<file path="src/rtl/dma_periph_pkg.sv">
// dma_periph_pkg: shared constants and FSM encoding for the DMA peripheral request front-end
package dma_periph_pkg;
   localparam int   MAX_CH     = 32;
   localparam logic MODE_PULSE = 1'b0;
   localparam logic MODE_LEVEL = 1'b1;
   typedef enum logic {IDLE, OFFER} state_e;
endpackage

</file>
<file path="src/rtl/dma_rr_arb.sv">
// dma_rr_arb: combinational round-robin picker, searching upward from ptr_i with wrap-around
module dma_rr_arb #(
   parameter int N    = 8,
   localparam int CH_W = $clog2(N)
) (
   input  logic [N-1:0]    req_i,
   input  logic [CH_W-1:0] ptr_i,
   output logic [N-1:0]    gnt_o,
   output logic [CH_W-1:0] idx_o,
   output logic            any_o
);
   always_comb begin
      idx_o = '0;
      any_o = 1'b0;
      for (int i = 0; i < N; i++) begin
         if (!any_o && req_i[(int'(ptr_i) + i) % N]) begin
            any_o = 1'b1;
            idx_o = CH_W'((int'(ptr_i) + i) % N);
         end
      end
      gnt_o = any_o ? ({{(N-1){1'b0}}, 1'b1} << idx_o) : '0;
   end
endmodule

</file>
<file path="src/rtl/dma_periph_req_arb.sv">
// dma_periph_req_arb: per-channel request capture (pulse counting or level), round-robin grant
// offer over valid/ready, busy tracking and one-cycle clear pulses on completion
module dma_periph_req_arb
   import dma_periph_pkg::*;
#(
   parameter int NUM_CH = 8,
   parameter int CNT_W  = 4,
   localparam int CH_W  = $clog2(NUM_CH)
) (
   input  logic              clk,
   input  logic              reset,
   input  logic [NUM_CH-1:0] ch_en,
   input  logic [NUM_CH-1:0] ch_mode,
   input  logic [NUM_CH-1:0] periph_req,
   output logic [NUM_CH-1:0] periph_clr,
   output logic              grant_valid,
   output logic [CH_W-1:0]   grant_ch,
   input  logic              grant_ready,
   input  logic              done_valid,
   input  logic [CH_W-1:0]   done_ch,
   output logic [NUM_CH-1:0] pend_ovf,
   output logic [NUM_CH-1:0] busy
);
   logic [NUM_CH-1:0] req_q, req_prev_q, busy_q, busy_d, ovf_q, ovf_d, clr_q, clr_d;
   logic [NUM_CH-1:0] gnt_oh_q, gnt_oh_d, elig, win_oh;
   logic [CNT_W-1:0]  pend_q [NUM_CH];
   logic [CNT_W-1:0]  pend_d [NUM_CH];
   logic [CH_W-1:0]   ptr_q, ptr_d, gnt_ch_q, gnt_ch_d, win_idx;
   logic              win_any, accept, inc, dec;
   state_e            state_q, state_d;

   dma_rr_arb #(.N(NUM_CH)) u_arb (
      .req_i(elig),
      .ptr_i(ptr_q),
      .gnt_o(win_oh),
      .idx_o(win_idx),
      .any_o(win_any)
   );

   assign accept = (state_q == OFFER) && grant_ready;

   always_comb begin
      state_d  = state_q;
      gnt_ch_d = gnt_ch_q;
      gnt_oh_d = gnt_oh_q;
      ptr_d    = ptr_q;
      busy_d   = busy_q;
      ovf_d    = ovf_q;
      clr_d    = '0;
      pend_d   = pend_q;
      elig     = '0;
      inc      = 1'b0;
      dec      = 1'b0;
      for (int c = 0; c < NUM_CH; c++) begin
         elig[c] = ch_en[c] & ~busy_q[c] & ((ch_mode[c] == MODE_LEVEL) ? req_q[c] : |pend_q[c]);
         // Edges are taken on the registered request so pulse requests see one extra stage
         inc = (ch_mode[c] == MODE_PULSE) & req_q[c] & ~req_prev_q[c];
         dec = accept & gnt_oh_q[c];
         if (ch_mode[c] == MODE_LEVEL) pend_d[c] = '0;
         else if (inc && !dec && &pend_q[c]) ovf_d[c] = 1'b1;
         else if (inc && !dec) pend_d[c] = pend_q[c] + 1'b1;
         else if (dec && !inc && |pend_q[c]) pend_d[c] = pend_q[c] - 1'b1;
      end
      if (done_valid && busy_q[done_ch]) begin
         busy_d[done_ch] = 1'b0;
         clr_d[done_ch]  = 1'b1;
      end
      if (state_q == IDLE && win_any) begin
         state_d  = OFFER;
         gnt_ch_d = win_idx;
         gnt_oh_d = win_oh;
      end
      // Set after the done clear so a same-cycle done for this channel leaves it busy
      if (accept) begin
         state_d = IDLE;
         busy_d  = busy_d | gnt_oh_q;
         ptr_d   = (gnt_ch_q == CH_W'(NUM_CH - 1)) ? '0 : gnt_ch_q + 1'b1;
      end
   end

   always_ff @(posedge clk) begin
      if (reset) begin
         state_q    <= IDLE;
         req_q      <= '0;
         req_prev_q <= '0;
         busy_q     <= '0;
         ovf_q      <= '0;
         clr_q      <= '0;
         gnt_oh_q   <= '0;
         gnt_ch_q   <= '0;
         ptr_q      <= '0;
         pend_q     <= '{default: '0};
      end else begin
         state_q    <= state_d;
         req_q      <= periph_req;
         req_prev_q <= req_q;
         busy_q     <= busy_d;
         ovf_q      <= ovf_d;
         clr_q      <= clr_d;
         gnt_oh_q   <= gnt_oh_d;
         gnt_ch_q   <= gnt_ch_d;
         ptr_q      <= ptr_d;
         pend_q     <= pend_d;
      end
   end

   assign periph_clr  = clr_q;
   assign grant_valid = (state_q == OFFER);
   assign grant_ch    = gnt_ch_q;
   assign pend_ovf    = ovf_q;
   assign busy        = busy_q;
endmodule

</file>
<file path="config.mk">
export PLATFORM = sky130hd
export DESIGN_NAME = dma_periph_req_arb
export DESIGN_NICKNAME = d
export VERILOG_FILES = /design/src/rtl/dma_periph_pkg.sv /design/src/rtl/dma_rr_arb.sv /design/src/rtl/dma_periph_req_arb.sv
export SDC_FILE = /design/constraint.sdc
export NUM_CORES = 1
export LEC_CHECK = 0
export ABC_AREA = 1
export ABC_CLOCK_PERIOD_IN_PS = 2560
export CORE_UTILIZATION = 51
export DETAILED_ROUTE_END_ITERATION = 8
export PLACE_DENSITY_LB_ADDON = 0.05
export SLEW_MARGIN = 10
export SYNTH_ARGS = -nofsm -noshare
export SYNTH_HDL_FRONTEND = slang
export SYNTH_SLANG_ARGS = --single-unit
</file>
<file path="constraint.sdc">
create_clock -name clk -period 2.56 [get_ports clk]
set_input_delay 0.512 -clock clk [delete_from_list [all_inputs] [get_ports clk]]
set_output_delay 0.512 -clock clk [all_outputs]
set_load 0.02 [all_outputs]
</file>
== Word level (Yosys, flattened, before mapping) ==
Cells that the tools add are included.

* Equal/unequal tests: 1
* Mux-type cells: 71
* Shifts and indexed selects: 1
* $add $sub $neg: 24
* Reductions and logical operators: 123
* Bitwise logic cells: 84
* Magnitude comparators: 10

{| class="wikitable"
|+ Operators with widths
! operator !! count
|-
| two-way mux 4 bit || 16
|-
| logical AND 1 bit || 43
|-
| bitwise AND 1 bit || 40
|-
| < comparator 4 x 5 -> 1 bit (second input constant) || 7
|-
| inverter 1 bit || 34
|-
| two-way mux 1 bit || 33
|-
| adder 4 x 1 -> 4 bit (second input constant) || 8
|-
| AND reduction 2 bit || 16
|-
| AND reduction 4 bit || 8
|-
| OR reduction 4 bit || 8
|-
| subtractor 4 x 1 -> 4 bit (second input constant) || 8
|-
| binary-select mux 1 bit (select 3 bit) || 9
|-
| two-way mux 3 bit || 9
|-
| two-way mux 8 bit || 3
|-
| logical NOT 1 bit || 23
|-
| OR reduction 3 bit || 7
|-
| OR reduction 2 bit || 10
|-
| nonzero test 2 bit || 8
|-
| adder 3 bit (second input constant) || 4
|-
| bitwise AND 8 bit || 1
|-
| < comparator 3 x 4 -> 1 bit (second input constant) || 2
|-
| inverter 8 bit || 1
|-
| bitwise OR 8 bit || 1
|-
| << shifter 1 x 3 -> 8 bit (first input constant) || 1
|-
| other kinds (6) || 14
|}

* Register bits after elaboration: 87
* Output and inout bits: 28
* Input port bits: 31

== Logic depth before layout (Yosys ltp) ==
Gate-level depths: netlist of the first run.

* Depth after elaboration: 29
* Depth in mapped cells: 20

== Modules after synthesis ==
From an unflattened synthesis of the first run, not the netlist that was laid out.

* Cells, all modules: 787
* Area total of the unflattened synthesis: 5476.5 um^2

{| class="wikitable"
|+ By module, submodules not included
! module !! area an instance (um^2) !! seq. area each (um^2) !! times used !! cells each
|-
| dma_periph_req_arb || 4561.9 || 1741.7 || 1 || 617
|-
| dma_rr_arb || 914.6 || 0.0 || 1 || 170
|}

== Least setup slack after synthesis of the first run ==
Ideal clock, no wire load.

* Path type: reg-to-reg
* Start: reg ptr_q[0]
* End: reg gnt_oh_q[6]
* Data required time: 2.432 ns
* Setup slack: 0.021 ns
* Arrival time: 2.411 ns
* Stages on the path, launching flop included: 19
* Library setup time: 0.128 ns
* Path through: dfxtp_1 > buf_4 > inv_2 > buf_6 > ha_1 > inv_1 > nand3_1 > nand3_1 > nand2_2 > nor2_4 > nand4_2 > nor2_4 > nand2_2 > o21ai_4 > inv_4 > nand2_4 > nor2_1 > nor2_1 > nor2_1

* Word-level cells in the longest chain between the ends: 26

{| class="wikitable"
|+ RTL lines
! what !! RTL line !! RTL
|-
| start: declaration || dma_periph_req_arb.sv:28 || <nowiki>logic [CH_W-1:0] ptr_q, ptr_d, gnt_ch_q, gnt_ch_d, win_idx;</nowiki>
|-
| start signal: assignment || dma_periph_req_arb.sv:102 || <nowiki>ptr_q <= ptr_d;</nowiki>
|-
| adder 3 x 1 -> 3 bit or binary-select mux 1 bit (select 3 bit) (tied branches) || dma_rr_arb.sv:16, dma_rr_arb.sv:18 ||
|-
| binary-select mux 1 bit (select 3 bit) or two-way mux 1 bit (tied branches) || dma_rr_arb.sv:16 || <nowiki>if (!any_o && req_i[(int'(ptr_i) + i) % N]) begin</nowiki>
|-
| two-way mux 1 bit (implied by the code) || dma_rr_arb.sv:16 ||
|-
| two-way mux 1 bit (implied by the code) or logical NOT 1 bit (tied branches) || dma_rr_arb.sv:16 ||
|-
| logical AND 1 bit || dma_rr_arb.sv:16 ||
|-
| two-way mux 1 bit || dma_rr_arb.sv:16 ||
|-
| logical NOT 1 bit || dma_rr_arb.sv:16 ||
|-
| logical AND 1 bit || dma_rr_arb.sv:16 ||
|-
| [... 10 more ...] || -- ||
|-
| logical NOT 1 bit || dma_rr_arb.sv:16 ||
|-
| logical AND 1 bit || dma_rr_arb.sv:16 ||
|-
| two-way mux 1 bit || dma_rr_arb.sv:16 ||
|-
| logical NOT 1 bit || dma_rr_arb.sv:16 ||
|-
| logical AND 1 bit || dma_rr_arb.sv:16 ||
|-
| two-way mux 3 bit || dma_rr_arb.sv:16 ||
|-
| << shifter 1 x 3 -> 8 bit || dma_rr_arb.sv:21 || <nowiki>gnt_o = any_o ? ({{(N-1){1'b0}}, 1'b1} << idx_o) : '0;</nowiki>
|-
| two-way mux 8 bit || dma_rr_arb.sv:21 ||
|-
| end signal: assignment || dma_periph_req_arb.sv:100 || <nowiki>gnt_oh_q <= gnt_oh_d;</nowiki>
|-
| end: declaration || dma_periph_req_arb.sv:25 || <nowiki>logic [NUM_CH-1:0] gnt_oh_q, gnt_oh_d, elig, win_oh;</nowiki>
|}

Parallel ways exist; a longest one is shown, timed or not. The select of a mux whose other input is x is not followed.
A chain may end at the register's enable or synchronous reset.

== Worst setup path after layout of the first run ==
* Start: in ch_en[1]
* End: reg gnt_oh_q[5]

* Word-level cells in the longest chain between the ends: 28

{| class="wikitable"
|+ RTL lines
! what !! RTL line !! RTL
|-
| start: declaration || dma_periph_req_arb.sv:12 || <nowiki>input logic [NUM_CH-1:0] ch_en,</nowiki>
|-
| bitwise AND 1 bit (*) (2 in a row) || dma_periph_req_arb.sv:55 || <nowiki>elig[c] = ch_en[c] & ~busy_q[c] & ((ch_mode[c] == MODE_LEVEL) ? req_q[c] : |pend_q[c]);</nowiki>
|-
| binary-select mux 1 bit (select 3 bit) || dma_rr_arb.sv:16 ||
|-
| two-way mux 1 bit (implied by the code) || dma_rr_arb.sv:16 ||
|-
| two-way mux 1 bit || dma_rr_arb.sv:16 ||
|-
| logical NOT 1 bit || dma_rr_arb.sv:16 ||
|-
| logical AND 1 bit || dma_rr_arb.sv:16 ||
|-
| two-way mux 1 bit || dma_rr_arb.sv:16 ||
|-
| logical NOT 1 bit || dma_rr_arb.sv:16 ||
|-
| [... 11 more ...] || -- ||
|-
| logical NOT 1 bit || dma_rr_arb.sv:16 ||
|-
| logical AND 1 bit || dma_rr_arb.sv:16 ||
|-
| two-way mux 1 bit || dma_rr_arb.sv:16 ||
|-
| logical NOT 1 bit || dma_rr_arb.sv:16 ||
|-
| logical AND 1 bit || dma_rr_arb.sv:16 ||
|-
| two-way mux 3 bit || dma_rr_arb.sv:16 ||
|-
| << shifter 1 x 3 -> 8 bit || dma_rr_arb.sv:21 ||
|-
| two-way mux 8 bit || dma_rr_arb.sv:21 ||
|}

Mark *: on every way between the ends. The rest lies on a longest branch, timed or not. The select of a mux whose other input is x is not followed.

==> results of run 1 <==
layout by cell type, fill, tap and decap left out, types with 9 or more instances in the layout:
cell type                         Yosys  layout
sky130_fd_sc_hd__clkdlybuf4s50_1      0      50
sky130_fd_sc_hd__dfxtp_1             87      87
sky130_fd_sc_hd__nor2_2               2      12
sky130_fd_sc_hd__nor2_4               2       9
sky130_fd_sc_hd__inv_1               76      73
sky130_fd_sc_hd__o21a_1              14      14
sky130_fd_sc_hd__o21ai_0             21      20
sky130_fd_sc_hd__nand3_2              2      31
sky130_fd_sc_hd__inv_2               11      14
sky130_fd_sc_hd__nor2_1             116      99
sky130_fd_sc_hd__nand4_1             13      13
sky130_fd_sc_hd__ha_1                20      20
sky130_fd_sc_hd__xnor2_1              9       9
sky130_fd_sc_hd__nor3_1              16      16
sky130_fd_sc_hd__nand2_1            120     112
sky130_fd_sc_hd__nand3_1             65      35
sky130_fd_sc_hd__a21oi_1             49      48
sky130_fd_sc_hd__clkbuf_8             0       9
sky130_fd_sc_hd__nand2_2              4      12
sky130_fd_sc_hd__buf_4                1      84
critical path: stages:
cell	delay (ns)
sky130_fd_sc_hd__clkdlybuf4s50_1	0.47
sky130_fd_sc_hd__nand2_1	0.09
sky130_fd_sc_hd__nor2_4	0.15
sky130_fd_sc_hd__nand3_2	0.11
sky130_fd_sc_hd__nand3_1	0.15
sky130_fd_sc_hd__nand2_1	0.09
sky130_fd_sc_hd__nand2_1	0.07
sky130_fd_sc_hd__nand2_1	0.10
sky130_fd_sc_hd__nand3_1	0.09
sky130_fd_sc_hd__nand2_1	0.05
sky130_fd_sc_hd__nor2_1	0.11
sky130_fd_sc_hd__nand3_1	0.11
sky130_fd_sc_hd__nor2_2	0.16
sky130_fd_sc_hd__nand3_4	0.13
sky130_fd_sc_hd__nor2_2	0.15
sky130_fd_sc_hd__nand2_1	0.07
sky130_fd_sc_hd__a21oi_1	0.14
area by class of cell:
cell class	instances	area, um2	share of cell area [%]
Timing Repair Buffer	143	1239	18.47
Clock buffer	9	123.9	1.847
Sequential cell	87	1742	25.97
Clock inverter	7	62.56	0.9330
Multi-Input combinational cell	507	3044	45.40
Inverter	88	332.8	4.964
Tap cell	129	161.4	2.407
registers in the layout, summed over array words and instances, names as in the netlist:
signal	cells
ptr_q	3
pend_ovf	8
busy	8
grant_ch	3
pend_q	32
grant_valid	1
gnt_oh_q	8
req_prev_q	8
periph_clr	8
req_q	8
worst min path at each step:
stage / cells after the start / start / to
after detailed placement: 2 / req_q[5] / req_prev_q[5]
after CTS: 2 / req_q[5] / req_prev_q[5]
after global routing: 2 / req_q[3] / req_prev_q[3]
after floorplan: 2 / req_q[0] / req_prev_q[0]
after global placement: 2 / req_q[3] / req_prev_q[3]
final: 2 / req_q[3] / req_prev_q[3]
stage by stage:
stage,std cells,instance area [um2],power (mW),utilization (%),hold slack (ns)
6_report,970,6705,4.312,72.57,0.4598
5_1_grt,970,6705,4.574,72.57,0.4670
4_1_cts,966,6407,4.126,69.34,0.4573
3_5_place_dp,948,6167,3.144,66.74,0.4382
3_3_place_gp,948,6167,3.109,66.74,0.4363
2_1_floorplan,691,4878,2.526,-,0.4255
report_power, final:
part | leakage (nW) | internal [mW] | switching (mW)
Clock | 0.0984 | 0.377 | 0.560
Combinational | 2.23 | 0.773 | 1.06
Sequential | 0.707 | 1.46 | 0.0874
repair_timing:
| item | 4_1_cts | 5_1_grt |
|---|---|---|
| endpoints found under the setup margin | 9 | 16 |
| setup buffers | 2 | 4 |
| resized for setup | 13 | 69 |
| cloned | 0 | 0 |
| pin swaps | 2 | 24 |
routing by layer:
metal  global-route usage, %  part of all wire [%]  vias up
met1                   33.70                    45     2358
met4                   7.127                   1.8        0
met2                   47.21                    49      137
li1                        -                     -     2571
met5                       0                     0        -
met3                   3.064                   3.9       24
synth_stat cells, types with 2 or more instances:
master                     instances  area, um2
sky130_fd_sc_hd__fa_1              8      160.2
sky130_fd_sc_hd__ha_1             20      250.2
sky130_fd_sc_hd__nand2_2           4      25.02
sky130_fd_sc_hd__nor3_1           16      80.08
sky130_fd_sc_hd__buf_1             3      11.26
sky130_fd_sc_hd__xor2_1            6      52.55
sky130_fd_sc_hd__nor2_2            2      12.51
sky130_fd_sc_hd__nor2_4            2      22.52
sky130_fd_sc_hd__a21oi_1          49      245.2
sky130_fd_sc_hd__nand3_2           2      20.02
sky130_fd_sc_hd__nand3_1          65      325.3
sky130_fd_sc_hd__xnor2_1           9      78.83
sky130_fd_sc_hd__o21a_1           14      105.1
sky130_fd_sc_hd__inv_2            11      41.29
sky130_fd_sc_hd__o21ai_1           4      20.02
sky130_fd_sc_hd__and3_1            3      18.77
sky130_fd_sc_hd__o22ai_1           2      12.51
sky130_fd_sc_hd__a21o_1            5      37.54
sky130_fd_sc_hd__clkbuf_1          3      11.26
sky130_fd_sc_hd__inv_1            76      285.3
sky130_fd_sc_hd__nand4_1          13      81.33
sky130_fd_sc_hd__dfxtp_1          87       1742
sky130_fd_sc_hd__o21ai_0          21      105.1
sky130_fd_sc_hd__a211oi_1         11      82.58
sky130_fd_sc_hd__nor2_1          116      435.4
sky130_fd_sc_hd__nand2_1         120      450.4
sky130_fd_sc_hd__a211o_1           4      35.03
cells by family after synthesis:
kind of cell / share of synthesized area [%]
flops: 35.70
compound gates: 14.36
buf+inv: 7.771
xor+xnor: 2.693
simple gates: 31.06
fa+ha+maj: 8.412
==> reports/results.md, run 1 <==
| Quantity | Reported | Unit |
|:---|:---|:---|
| Via total after detailed routing | 5090 | - |
| Sink Count | 87 | - |
| Synthesized instance count | 691 | - |
| Power per cell area | 643.1 | nW/um2 |
| Yosys Warn Count | 0 | - |
| Port-buffer cells | 58 | - |
| Mapped cell area | 4878 | um2 |
| Last element of the critical path | gnt_oh_q[5] | - |
| Count of flip-flops with a built-in enable after synthesis | 0 | - |
| Number of library cell types mapped by synthesis | 42 | - |
| Buffers from clock root to sink, at most | 2 | - |
| Final cycle utilization of the critical path | 96.46 | % |
| 1st-iter DRT viols | 189 | - |
| Highest ir drop seen on vdd | 413.5 | uV |
| Type of the tightest min-delay check | flip-flop to flip-flop | - |
| Arrival time of the worst setup path | 2.76 | ns |
| Clock tree from TritonCTS | done | - |
| Wire length of the first global-routing pass | 21080 | um |
| CTS H-Tree Depth | 3 | - |
| Effective utilization at floorplan | 52.80 | % |
| Total length of routed wires | 13220 | um |
| Final setup viols | 0 | - |
| Required time at the worst-slack endpoint | 2.85 | ns |
| Type of the worst setup path | primary input to flip-flop | - |
| Clock root buffer | sky130_fd_sc_hd__clkbuf_8 | - |
| Slack of the worst reg-to-reg path | 0.14 | ns |
| Clock edge transition at the registers on the reported setup and hold paths | 0.10 | ns |
| Period minus WS final | 2.469 | ns |
| Post-detailed-route count of antenna-violating nets | 0 | - |
| Number of vias per cell after detailed routing | 5.247 | - |
| Critical register-to-register path endpoint | gnt_oh_q[7] | - |
| Number of fill cells | 767 | - |
| Clock network latency to the later pin of the worst-skew pair | 0.36 | ns |
| Remaining Overflow, GRT | 0 | - |
| HPWL after detailed placement | 9919 | um |
| Hold violation count in the final report | 0 | - |
| Via count of the first global-routing pass | 4643 | - |
| Accumulated negative setup slack | 0 | ns |
| Synthesis-stage register bit count | 87 | - |
| Worst R2R Start | ptr_q[0] | - |
| Highest clock rate | 405.0 | MHz |
| Final weighted congestion in routability-driven placement | 0.9212 | - |
| Antenna violations before repair | 0 | - |
| Unrepaired setup endpoints after global routing | yes | - |
| Final critical-path setup slack | 0.09060 | ns |
| Worst relative slew slack | 67.05 | % |
| Dominant register cell in the synthesized netlist | sky130_fd_sc_hd__dfxtp_1 | - |
| Post-DR wirelength/cell | 13.63 | um |
| Number of detailed-route iterations in the first pass | 5 | - |
| Max-cap violation count | 0 | - |
| Worst Setup End Kind | flip-flop | - |
| Maximum net fanout on the critical path | 7 | - |
| R2R cell count | 17 | - |
| Sequential share of the synthesized area | 35.70 | % |
| Relative area change from synthesis to final layout | 37.45 | % |
| Total routing usage reported by global routing | 26.42 | % |
| Total die area | 9961 | um2 |
| Total leakage power | 3.039 | nW |
| Count of boundary I/O pins | 59 | - |
| Transition time at the pin with the least slew margin | 0.4818 | ns |
| Hold_buf cts | 0 | - |
| Post-Synthesis Net Count | 750 | - |
| Beginning of the critical path | ch_en[1] | - |
| Chip Height | 99.81 | um |
| Result of the run | finished, final reports clean | - |
| Post-Syn Area per Cell | 7.060 | um2 |
| Pre-CTS setup slack | -0.4337 | ns |
| Core footprint | 9240 | um2 |
| Die X-Extent | 99.81 | um |
| DR DRC count | 0 | - |
| Floorplan row count | 35 | - |
| Maximum clock skew at final layout | 0.01087 | ns |
| Layout cell share with drive strength beyond 1 | 22.59 | % |
| Maximum number of pins on one net before global-route repair | 39 | - |
| Fin nets | 895 | - |
| Startpoint type of the worst setup path | primary input | - |
| Count of pins over their slew limit | 0 | - |
| Async set or reset register ratio after synthesis | 0 | % |
| Final antenna diode count | 0 | - |
| Number of buffers added by the clock tree synthesis step | 9 | - |
(Power assumes the default switching activity.)
==> run 2: changes to the inputs <==
Settings changed: CTS_CLUSTER_SIZE from default to 20.
==> results of run 2 <==
The final DEF is identical to that of run 1; final timing and power are the same.
==> run 3: changes to the inputs <==
Settings changed: SLEW_MARGIN 10 to 15.
==> results of run 3 <==
The final DEF is identical to that of run 1; final timing and power are the same.
